==> src/rtl/spi_fb_loader.sv <==
// spi_fb_loader: turns a stream of SPI bytes into framebuffer pixel writes,
// palette writes and a hardware fill of the whole framebuffer with one index.
// Each chip-select frame carries a command byte followed by its payload.
module spi_fb_loader #(
    parameter int unsigned FB_PIXELS = 76800,
    parameter int unsigned FB_AW     = 17
) (
    input  logic             clk,
    input  logic             rst_n,
    input  logic [7:0]       byte_in,
    input  logic             byte_valid,
    input  logic             frame_start,
    input  logic             frame_end,
    output logic [FB_AW-1:0] rgb_addr,
    output logic [7:0]       rgb_in,
    output logic             wren_rgb,
    output logic [7:0]       palette_addr,
    output logic [23:0]      palette_in,
    output logic             wren_palette,
    output logic             busy,
    output logic             overrun,
    output logic             bad_cmd
);

    typedef enum logic [3:0] {
        IDLE, CMD, ADDR2, ADDR1, ADDR0, PIX,
        PAL_IDX, PAL_R, PAL_G, PAL_B,
        FILL_VAL, FILL, DISCARD
    } state_e;

    localparam logic [FB_AW-1:0] LAST_ADDR = FB_AW'(FB_PIXELS - 1);
    localparam logic [FB_AW:0]   FILL_LEN  = (FB_AW + 1)'(FB_PIXELS);

    state_e             state_q, state_d;
    logic [7:0]         addr_hi_q, addr_hi_d;
    logic [7:0]         addr_mid_q, addr_mid_d;
    logic [FB_AW-1:0]   pix_addr_q, pix_addr_d;
    logic [7:0]         pal_idx_q, pal_idx_d;
    logic [7:0]         pal_r_q, pal_r_d;
    logic [7:0]         pal_g_q, pal_g_d;
    logic [7:0]         fill_val_q, fill_val_d;
    logic [FB_AW:0]     fill_cnt_q, fill_cnt_d;
    logic [FB_AW-1:0]   rgb_addr_q, rgb_addr_d;
    logic [7:0]         rgb_in_q, rgb_in_d;
    logic               wren_rgb_q, wren_rgb_d;
    logic [7:0]         palette_addr_q, palette_addr_d;
    logic [23:0]        palette_in_q, palette_in_d;
    logic               wren_palette_q, wren_palette_d;
    logic               busy_q, busy_d;
    logic               overrun_q, overrun_d;
    logic               bad_cmd_q, bad_cmd_d;

    // Start address from the three big-endian bytes, truncated and clamped into range.
    logic [FB_AW-1:0]   addr_low;
    logic [FB_AW-1:0]   addr_start;
    logic [FB_AW-1:0]   pix_addr_next;

    // Address arithmetic shared by the ADDR0 and PIX states.
    always_comb begin
        addr_low      = FB_AW'({addr_hi_q, addr_mid_q, byte_in});
        addr_start    = ({1'b0, addr_low} >= FILL_LEN) ? '0 : addr_low;
        pix_addr_next = (pix_addr_q == LAST_ADDR) ? '0 : pix_addr_q + FB_AW'(1);
    end

    // Next-state and next-output logic for the command FSM.
    always_comb begin
        // NOTE: every _d takes a hold/idle default first, so no path leaves a latch.
        state_d        = state_q;
        addr_hi_d      = addr_hi_q;
        addr_mid_d     = addr_mid_q;
        pix_addr_d     = pix_addr_q;
        pal_idx_d      = pal_idx_q;
        pal_r_d        = pal_r_q;
        pal_g_d        = pal_g_q;
        fill_val_d     = fill_val_q;
        fill_cnt_d     = fill_cnt_q;
        rgb_addr_d     = rgb_addr_q;
        rgb_in_d       = rgb_in_q;
        wren_rgb_d     = 1'b0;
        palette_addr_d = palette_addr_q;
        palette_in_d   = palette_in_q;
        wren_palette_d = 1'b0;
        busy_d         = busy_q;
        overrun_d      = overrun_q;
        bad_cmd_d      = bad_cmd_q;

        if (state_q == FILL) begin
            // The fill owns the framebuffer port; frames and bytes are ignored.
            if (byte_valid) begin
                overrun_d = 1'b1;
            end
            if (fill_cnt_q == FILL_LEN) begin
                state_d    = IDLE;
                busy_d     = 1'b0;
                fill_cnt_d = '0;
            end else begin
                wren_rgb_d = 1'b1;
                rgb_addr_d = fill_cnt_q[FB_AW-1:0];
                rgb_in_d   = fill_val_q;
                fill_cnt_d = fill_cnt_q + (FB_AW + 1)'(1);
            end
        end else if (frame_start) begin
            // A new frame abandons whatever partial transaction was in flight.
            state_d   = CMD;
            overrun_d = 1'b0;
            bad_cmd_d = 1'b0;
        end else begin
            if (byte_valid) begin
                case (state_q)
                    CMD: begin
                        case (byte_in)
                            8'h01:   state_d = ADDR2;
                            8'h02:   state_d = PAL_IDX;
                            8'h03:   state_d = FILL_VAL;
                            default: begin
                                state_d   = DISCARD;
                                bad_cmd_d = 1'b1;
                            end
                        endcase
                    end
                    ADDR2: begin
                        addr_hi_d = byte_in;
                        state_d   = ADDR1;
                    end
                    ADDR1: begin
                        addr_mid_d = byte_in;
                        state_d    = ADDR0;
                    end
                    ADDR0: begin
                        pix_addr_d = addr_start;
                        state_d    = PIX;
                    end
                    PIX: begin
                        wren_rgb_d = 1'b1;
                        rgb_addr_d = pix_addr_q;
                        rgb_in_d   = byte_in;
                        pix_addr_d = pix_addr_next;
                    end
                    PAL_IDX: begin
                        pal_idx_d = byte_in;
                        state_d   = PAL_R;
                    end
                    PAL_R: begin
                        pal_r_d = byte_in;
                        state_d = PAL_G;
                    end
                    PAL_G: begin
                        pal_g_d = byte_in;
                        state_d = PAL_B;
                    end
                    PAL_B: begin
                        wren_palette_d = 1'b1;
                        palette_addr_d = pal_idx_q;
                        palette_in_d   = {pal_r_q, pal_g_q, byte_in};
                        pal_idx_d      = pal_idx_q + 8'd1;
                        state_d        = PAL_R;
                    end
                    FILL_VAL: begin
                        // The first fill write (address 0) goes out with the entry
                        // into FILL, so busy and wren_rgb span the same cycles.
                        fill_val_d = byte_in;
                        rgb_addr_d = '0;
                        rgb_in_d   = byte_in;
                        wren_rgb_d = 1'b1;
                        fill_cnt_d = (FB_AW + 1)'(1);
                        busy_d     = 1'b1;
                        state_d    = FILL;
                    end
                    default: ;
                endcase
            end
            // Chip-select release closes the frame after the coincident byte is
            // handled; an already committed fill still runs to completion.
            if (frame_end && state_d != FILL) begin
                state_d = IDLE;
            end
        end
    end

    // State and registered outputs; reset aborts any fill or transaction at once.
    always_ff @(posedge clk or negedge rst_n) begin
        if (!rst_n) begin
            // NOTE: data registers are reset too, so every output reads 0 while in reset.
            state_q        <= IDLE;
            addr_hi_q      <= '0;
            addr_mid_q     <= '0;
            pix_addr_q     <= '0;
            pal_idx_q      <= '0;
            pal_r_q        <= '0;
            pal_g_q        <= '0;
            fill_val_q     <= '0;
            fill_cnt_q     <= '0;
            rgb_addr_q     <= '0;
            rgb_in_q       <= '0;
            wren_rgb_q     <= 1'b0;
            palette_addr_q <= '0;
            palette_in_q   <= '0;
            wren_palette_q <= 1'b0;
            busy_q         <= 1'b0;
            overrun_q      <= 1'b0;
            bad_cmd_q      <= 1'b0;
        end else begin
            // NOTE: non-blocking assignments so all flops update together on the edge.
            state_q        <= state_d;
            addr_hi_q      <= addr_hi_d;
            addr_mid_q     <= addr_mid_d;
            pix_addr_q     <= pix_addr_d;
            pal_idx_q      <= pal_idx_d;
            pal_r_q        <= pal_r_d;
            pal_g_q        <= pal_g_d;
            fill_val_q     <= fill_val_d;
            fill_cnt_q     <= fill_cnt_d;
            rgb_addr_q     <= rgb_addr_d;
            rgb_in_q       <= rgb_in_d;
            wren_rgb_q     <= wren_rgb_d;
            palette_addr_q <= palette_addr_d;
            palette_in_q   <= palette_in_d;
            wren_palette_q <= wren_palette_d;
            busy_q         <= busy_d;
            overrun_q      <= overrun_d;
            bad_cmd_q      <= bad_cmd_d;
        end
    end

    assign rgb_addr     = rgb_addr_q;
    assign rgb_in       = rgb_in_q;
    assign wren_rgb     = wren_rgb_q;
    assign palette_addr = palette_addr_q;
    assign palette_in   = palette_in_q;
    assign wren_palette = wren_palette_q;
    assign busy         = busy_q;
    assign overrun      = overrun_q;
    assign bad_cmd      = bad_cmd_q;

endmodule

==> config.mk <==
export PLATFORM = sky130hd
export DESIGN_NAME = spi_fb_loader
export DESIGN_NICKNAME = d
export VERILOG_FILES = /design/src/rtl/spi_fb_loader.sv
export SDC_FILE = /design/constraint.sdc
export NUM_CORES = 1
export LEC_CHECK = 0
export ABC_AREA = 1
export CAP_MARGIN = 20
export CORE_MARGIN = 2
export CORE_UTILIZATION = 55
export CTS_CLUSTER_SIZE = 10
export DETAILED_ROUTE_END_ITERATION = 10
export PLACE_DENSITY = 0.85
export RECOVER_POWER = 50
export SYNTH_ARGS = -nofsm -noshare
export SYNTH_HDL_FRONTEND = slang
export SYNTH_SLANG_ARGS = --single-unit
==> constraint.sdc <==
create_clock -name clk -period 2.1 [get_ports clk]
set_input_delay 0.315 -clock clk [delete_from_list [all_inputs] [get_ports clk]]
set_output_delay 0.315 -clock clk [all_outputs]
set_load 0.005 [all_outputs]
Word-level counts from Yosys, hierarchy flattened
Cells that the tools add are included.

Output and inout port bits: 62. Input bits: 13. Bits in registers: 142. Word-level logic and storage cells: 122.

Multiplexer cells: 49. Eq/ne operators: 22. Bitwise gates (word level): 2. Order comparisons: 1. Reduce and logical (&&, ||, !) cells: 27. Add/subtract/negate cells: 3.

Operators with widths (count): $mux W17 (6); $mux W18 (5); $pmux W17 S2 (2); $reduce_and A4 Y1 (12); $mux W8 (5); $pmux W4 S8 (1); $mux W4 (7); $mux W1 (21); $add A18 B1 Y18 const B (1); $eq A18 B17 Y1 const B (1); $add A17 B1 Y17 const B (1); $eq A17 B17 Y1 const B (1); $ge A17 B17 Y1 const B (1); $eq A4 B3 Y1 const B (4); $eq A4 B4 Y1 const B (4); $eq A8 B2 Y1 const B (2); $pmux W8 S2 (1); $reduce_bool A2 Y1 (8); $pmux W4 S3 (1); $add A8 B1 Y8 const B (1); $eq A4 B2 Y1 const B (2); $eq A8 B1 Y1 const B (1); $ne A2 B1 Y1 const B (3); $eq A4 B1 Y1 const B (1); 9 further kinds (12).

Longest topological paths before layout
Gate-level depths: netlist (run 1).

Word-level depth: 11. Depth in mapped cells: 14. Mapped depth without buffers: 14.

Worst setup path after synthesis (run 1)
Ideal clock, no wire load.

Path type: flip-flop to flip-flop. From: register pix_addr_q[0]. To: register pix_addr_q[6]. Library setup time: 129 ps. Path buffers: 0. Slack: 345 ps. Period minus slack after synthesis: 1755 ps. Arrival: 1626 ps. Stages on the path, launching flop included: 13. Path through: dfrtp_1 > ha_1 > nand2_1 > nor2_1 > nand3_1 > nor2_1 > nand2_1 > inv_1 > nand2_1 > nand2_1 > inv_1 > a21oi_1 > o21ai_0.

Cells in the longest elaborated chain, start to end: 3.

Ends and longest elaborated chain: start: declaration (line 37) `logic [FB_AW-1:0] pix_addr_q, pix_addr_d;`; start signal: assignment (line 207) `pix_addr_q <= pix_addr_d;`; $add A17 B1 Y17 or $eq A17 B17 Y1 (tied branches) (line 62) `pix_addr_next = (pix_addr_q == LAST_ADDR) ? '0 : pix_addr_q + FB_AW'(1);`; $mux W17 * (line 62); $pmux W17 S2 * (line 109) `case (state_q)`.

Every way passes the cells marked *; elsewhere a longest branch is shown, timed or not. A chain may end at the register's enable or synchronous reset.

Worst setup path in the final report (run 1)
Ends and elaborated chain as after synthesis.

==> impl_metrics.env, run 1 <==
export IMPL_switchingPower_mw=1.78
export IMPL_synth_ff_latch_count=142
export IMPL_instances_no_fill=1104
export IMPL_crit_path_end_kind="flop"
export IMPL_crit_path_cell_trace="ha_1 -> nand2_1 -> nor2_2 -> nand3_1 -> nor2_2 -> nand2_2 -> inv_1 -> nand2_1 -> nand2_2 -> buf_4 -> nor3_1 -> o21ai_0 -> o21ai_0"
export IMPL_syn_inst=832
export IMPL_intPower_mw=5.17
export IMPL_fin_skew_ns=0.00573
export IMPL_nFillCells=882
export IMPL_p_seq_frac=0.443
export IMPL_dieArea_um2=13300
export IMPL_routed_wl_um=17100
export IMPL_port_buffer_count=74
export IMPL_route_detailed_drc=0
export IMPL_fmax_mhz=505
export IMPL_synth_area_um2=6800
export IMPL_cts_inserted_buffers=17
export IMPL_post_route_period_util=0.942
export IMPL_vias=6201
export IMPL_critPathKind="reg2reg"
export IMPL_dpl_cell_count=1068
export IMPL_finalHoldViolCount=0
export IMPL_hold_start="frame_end"
export IMPL_reg2reg_slack_ns=0.12
export IMPL_root_buffer="clkbuf_16"
export IMPL_worstMarginPinSlew_ns=1.17
export IMPL_seq_area_frac_synth=0.523
export IMPL_hold_depth=2
export IMPL_start_kind="flop"
export IMPL_grt_max_degree=50
export IMPL_dpl_hpwl_um=11600
export IMPL_htreeDepth=4
export IMPL_cts_buffer_depth=2
export IMPL_grtUsageMet3=0.0675
export IMPL_finalWeightedCongestion=0.928
export IMPL_irDropWorstVdd_uv=556
export IMPL_track_usage=0.276
export IMPL_rsz0062_at_grt="true"
export IMPL_viasPerCell=5.62
export IMPL_grtUsageMet2=0.428
export IMPL_hold_class="in2reg"
export IMPL_maxSlewHeadroom=0.220
export IMPL_setup_viol=0
export IMPL_synth_cell_types=35
export IMPL_start_util=0.566
export IMPL_die_y_um=115
export IMPL_post_dp_cell_area_um2=7960
export IMPL_required_ns=2.40
export IMPL_core_um2=12000
export IMPL_p_comb_frac=0.118
export IMPL_final_cell_area_um2=8600
export IMPL_ys_warnings_count=0
export IMPL_fin_crit_ns=1.98
export IMPL_timing_hold_ws_ns=0.452
export IMPL_cts_reportedPaths_clkPinSlew_ns=0.06
export IMPL_slew_violations=0
export IMPL_arrival_ns=2.28
export IMPL_timing_rr_start="pix_addr_q[0]"
export IMPL_reg2regPathDepth=13
export IMPL_drt_iter0_drc=602
export IMPL_post_route_util=0.716
export IMPL_fin_tns_setup_ns=0
export IMPL_drive_above_1_share=0.122
export IMPL_status="finished, final reports clean"
export IMPL_rows=40
export IMPL_grt_pass1_wl_um=28600
export IMPL_crit_slowest_cell="dfrtp_1"
export IMPL_grt_most_used_layer="met2"
export IMPL_ios=75
export IMPL_clk_latency_ns=0.43
export IMPL_critical_path_max_fanout=5
export IMPL_antenna_cells=0
export IMPL_overflow=0
export IMPL_antenna_found_initial=0
export IMPL_syn_to_final_growth_pct=26.5
export IMPL_clkSinkCount=142
export IMPL_cap_violations=0
export IMPL_die_width_um=115
export IMPL_r2r_end="pix_addr_q[6]"
export IMPL_pwr_share_clk=0.439
export IMPL_p_leak_nw=4.21
export IMPL_cellPowerDensity_nw_per_um2=807
export IMPL_hold_end="state_q[2]"
export IMPL_synth_fp_nets=849
export IMPL_postRouteAntennaNets=0
export IMPL_final_nets=962
export IMPL_cts_tree="built"
export IMPL_sw_frac_of_total=0.256
export IMPL_first_pass_iters=5
export IMPL_wl_per_cell_um=15.5
export IMPL_grt_pass1_vias=5878
export IMPL_avgSynthCellArea_um2=8.17
export IMPL_met1_usage=0.380
export IMPL_crit_path_max_incr_delay_ns=0.38
==> sequential cells by signal, summed over array words and instances (netlist names) <==
signal        flops
pal_g_q           8
addr_mid_q        8
palette_in       24
wren_palette      1
rgb_in            8
overrun           1
fill_cnt_q       18
palette_addr      8
bad_cmd           1
rgb_addr         17
pix_addr_q       17
wren_rgb          1
pal_idx_q         8
addr_hi_q         1
fill_val_q        8
state_q           4
busy              1
pal_r_q           8
==> final cells by class <==
cell class                      instances  area (um2)  share of cell area
Sequential cell                       142        3560               0.414
Multi-Input combinational cell        556        2760               0.321
Timing Repair Buffer                  120        1090               0.127
Clock buffer                           20         467              0.0543
Inverter                              108         405              0.0471
Tap cell                              147         184              0.0214
Clock inverter                         11         135              0.0157
==> worst max path at each step <==
| stage | start | end | slack [ns] | cells past startpoint |
|---|---|---|---|---|
| after detailed placement | byte_in[7] | state_q[3] | 0.03 | 14 |
| after global placement | byte_in[7] | state_q[3] | 0.10 | 14 |
| after CTS | pix_addr_q[1] | pix_addr_q[13] | 0.03 | 13 |
| final | pix_addr_q[0] | pix_addr_q[6] | 0.12 | 13 |
| after floorplan | pix_addr_q[0] | pix_addr_q[6] | 0.34 | 12 |
| after global routing | state_q[3] | fill_cnt_q[11] | -0.02 | 11 |
==> placed cells by master, fill, tap and decap left out, drive strengths merged, types with 3 or more instances in the layout <==
| cell | Yosys | layout |
|---|---|---|
| a21oi | 25 | 25 |
| a22oi | 15 | 15 |
| a31oi | 16 | 16 |
| buf | 9 | 41 |
| clkbuf | 17 | 25 |
| clkdlybuf4s50 | 0 | 73 |
| clkinv | 1 | 9 |
| dfrtp | 142 | 142 |
| ha | 4 | 4 |
| inv | 107 | 108 |
| nand2 | 219 | 219 |
| nand3 | 30 | 30 |
| nand4 | 10 | 10 |
| nor2 | 55 | 55 |
| nor3 | 9 | 9 |
| nor4 | 4 | 4 |
| o21a | 3 | 3 |
| o21ai | 128 | 128 |
| o22ai | 19 | 19 |
| xor2 | 11 | 11 |
==> power by group through the flow <==
stage	sequential (mW)	clock, mW	combinational (mW)
2_1_floorplan	3.11	0	0.377
3_3_place_gp	3.12	0	0.802
3_5_place_dp	3.12	0	0.819
4_1_cts	3.07	3.07	0.831
5_1_grt	3.10	3.20	0.923
6_report	3.08	3.04	0.821
==> routing by layer <==
| layer | wire length [um] | part of all wire |
|---|---|---|
| met1 | 7380 | 0.43 |
| met2 | 8190 | 0.48 |
| met3 | 1160 | 0.068 |
| met4 | 371 | 0.022 |
| met5 | 0 | 0 |
==> synthesized netlist by cell type <==
| library cell | n | area share |
|---|---|---|
| a22oi_1 | 15 | 0.017 |
| a21oi_1 | 25 | 0.018 |
| o2111ai_1 | 1 | 0.0013 |
| dfrtp_1 | 142 | 0.52 |
| nor2_4 | 6 | 0.0099 |
| xor2_1 | 11 | 0.014 |
| or2_2 | 1 | 0.00092 |
| nor3_2 | 1 | 0.0015 |
| nand4_1 | 10 | 0.0092 |
| clkinv_1 | 1 | 0.00055 |
| clkbuf_1 | 16 | 0.0088 |
| inv_2 | 9 | 0.0050 |
| o21ai_0 | 116 | 0.085 |
| nor2_1 | 44 | 0.024 |
| nand2_1 | 216 | 0.12 |
| o211ai_1 | 1 | 0.0011 |
| buf_2 | 9 | 0.0066 |
| ha_1 | 4 | 0.0074 |
| o22ai_1 | 19 | 0.017 |
| o21a_1 | 3 | 0.0033 |
| a211oi_1 | 1 | 0.0011 |
| nand2_2 | 2 | 0.0018 |
| nor4_1 | 4 | 0.0037 |
| nand3b_1 | 1 | 0.0011 |
| inv_1 | 98 | 0.054 |
| nor2_2 | 5 | 0.0046 |
| nor3_1 | 8 | 0.0059 |
| o221ai_1 | 1 | 0.0013 |
| nand2_4 | 1 | 0.0017 |
| clkbuf_2 | 1 | 0.00074 |
| a211oi_4 | 1 | 0.0029 |
| a31oi_1 | 16 | 0.015 |
| o21ai_1 | 12 | 0.0088 |
| nand3_1 | 30 | 0.022 |
| o31ai_1 | 1 | 0.0011 |
==> stage by stage <==
step	setup WS [ns]	power, mW
3_5_place_dp	0.0345	3.94
2_1_floorplan	0.345	3.48
3_3_place_gp	0.101	3.92
4_1_cts	0.0299	6.98
6_report	0.122	6.94
5_1_grt	-0.0233	7.23
==> repair_timing <==
action / 4_1_cts / 5_1_grt
hold buffers: 1 / 0
pin swaps: 0 / 3
gates cloned: 0 / 0
gates resized for setup: 1 / 16
endpoints found under the hold margin: 45 / 0
endpoints found under the setup margin: 1 / 19
buffers inserted: 0 / 4
==> critical path: cells and delay by family, from the launching register on <==
| kind | cells | cell delay (ns) |
|---|---|---|
| AO/OA/AOI/OAI | 2 | 0.22 |
| AND/OR/NAND/NOR | 8 | 0.88 |
| buffers and inverters | 2 | 0.20 |
| adder cells (fa/ha/maj) | 1 | 0.18 |
| flip-flops | 1 | 0.38 |
==> cell families (layout without fill, tap and decap cells) <==
logic type	after synthesis	after routing	share of synthesized area
buffers and inverters	134	259	0.0759
AO/OA/AOI/OAI	212	212	0.174
flip-flops	142	142	0.523
adder cells (fa/ha/maj)	4	4	0.00737
XOR/XNOR	11	11	0.0142
AND/OR/NAND/NOR	329	329	0.206
Note: power is estimated with default switching activity, not from simulation.
==> run 2: changes to the inputs <==
- SLEW_MARGIN: not set -> 20
==> results of run 2 <==
Final layout, timing and power as in run 1 (identical DEF).
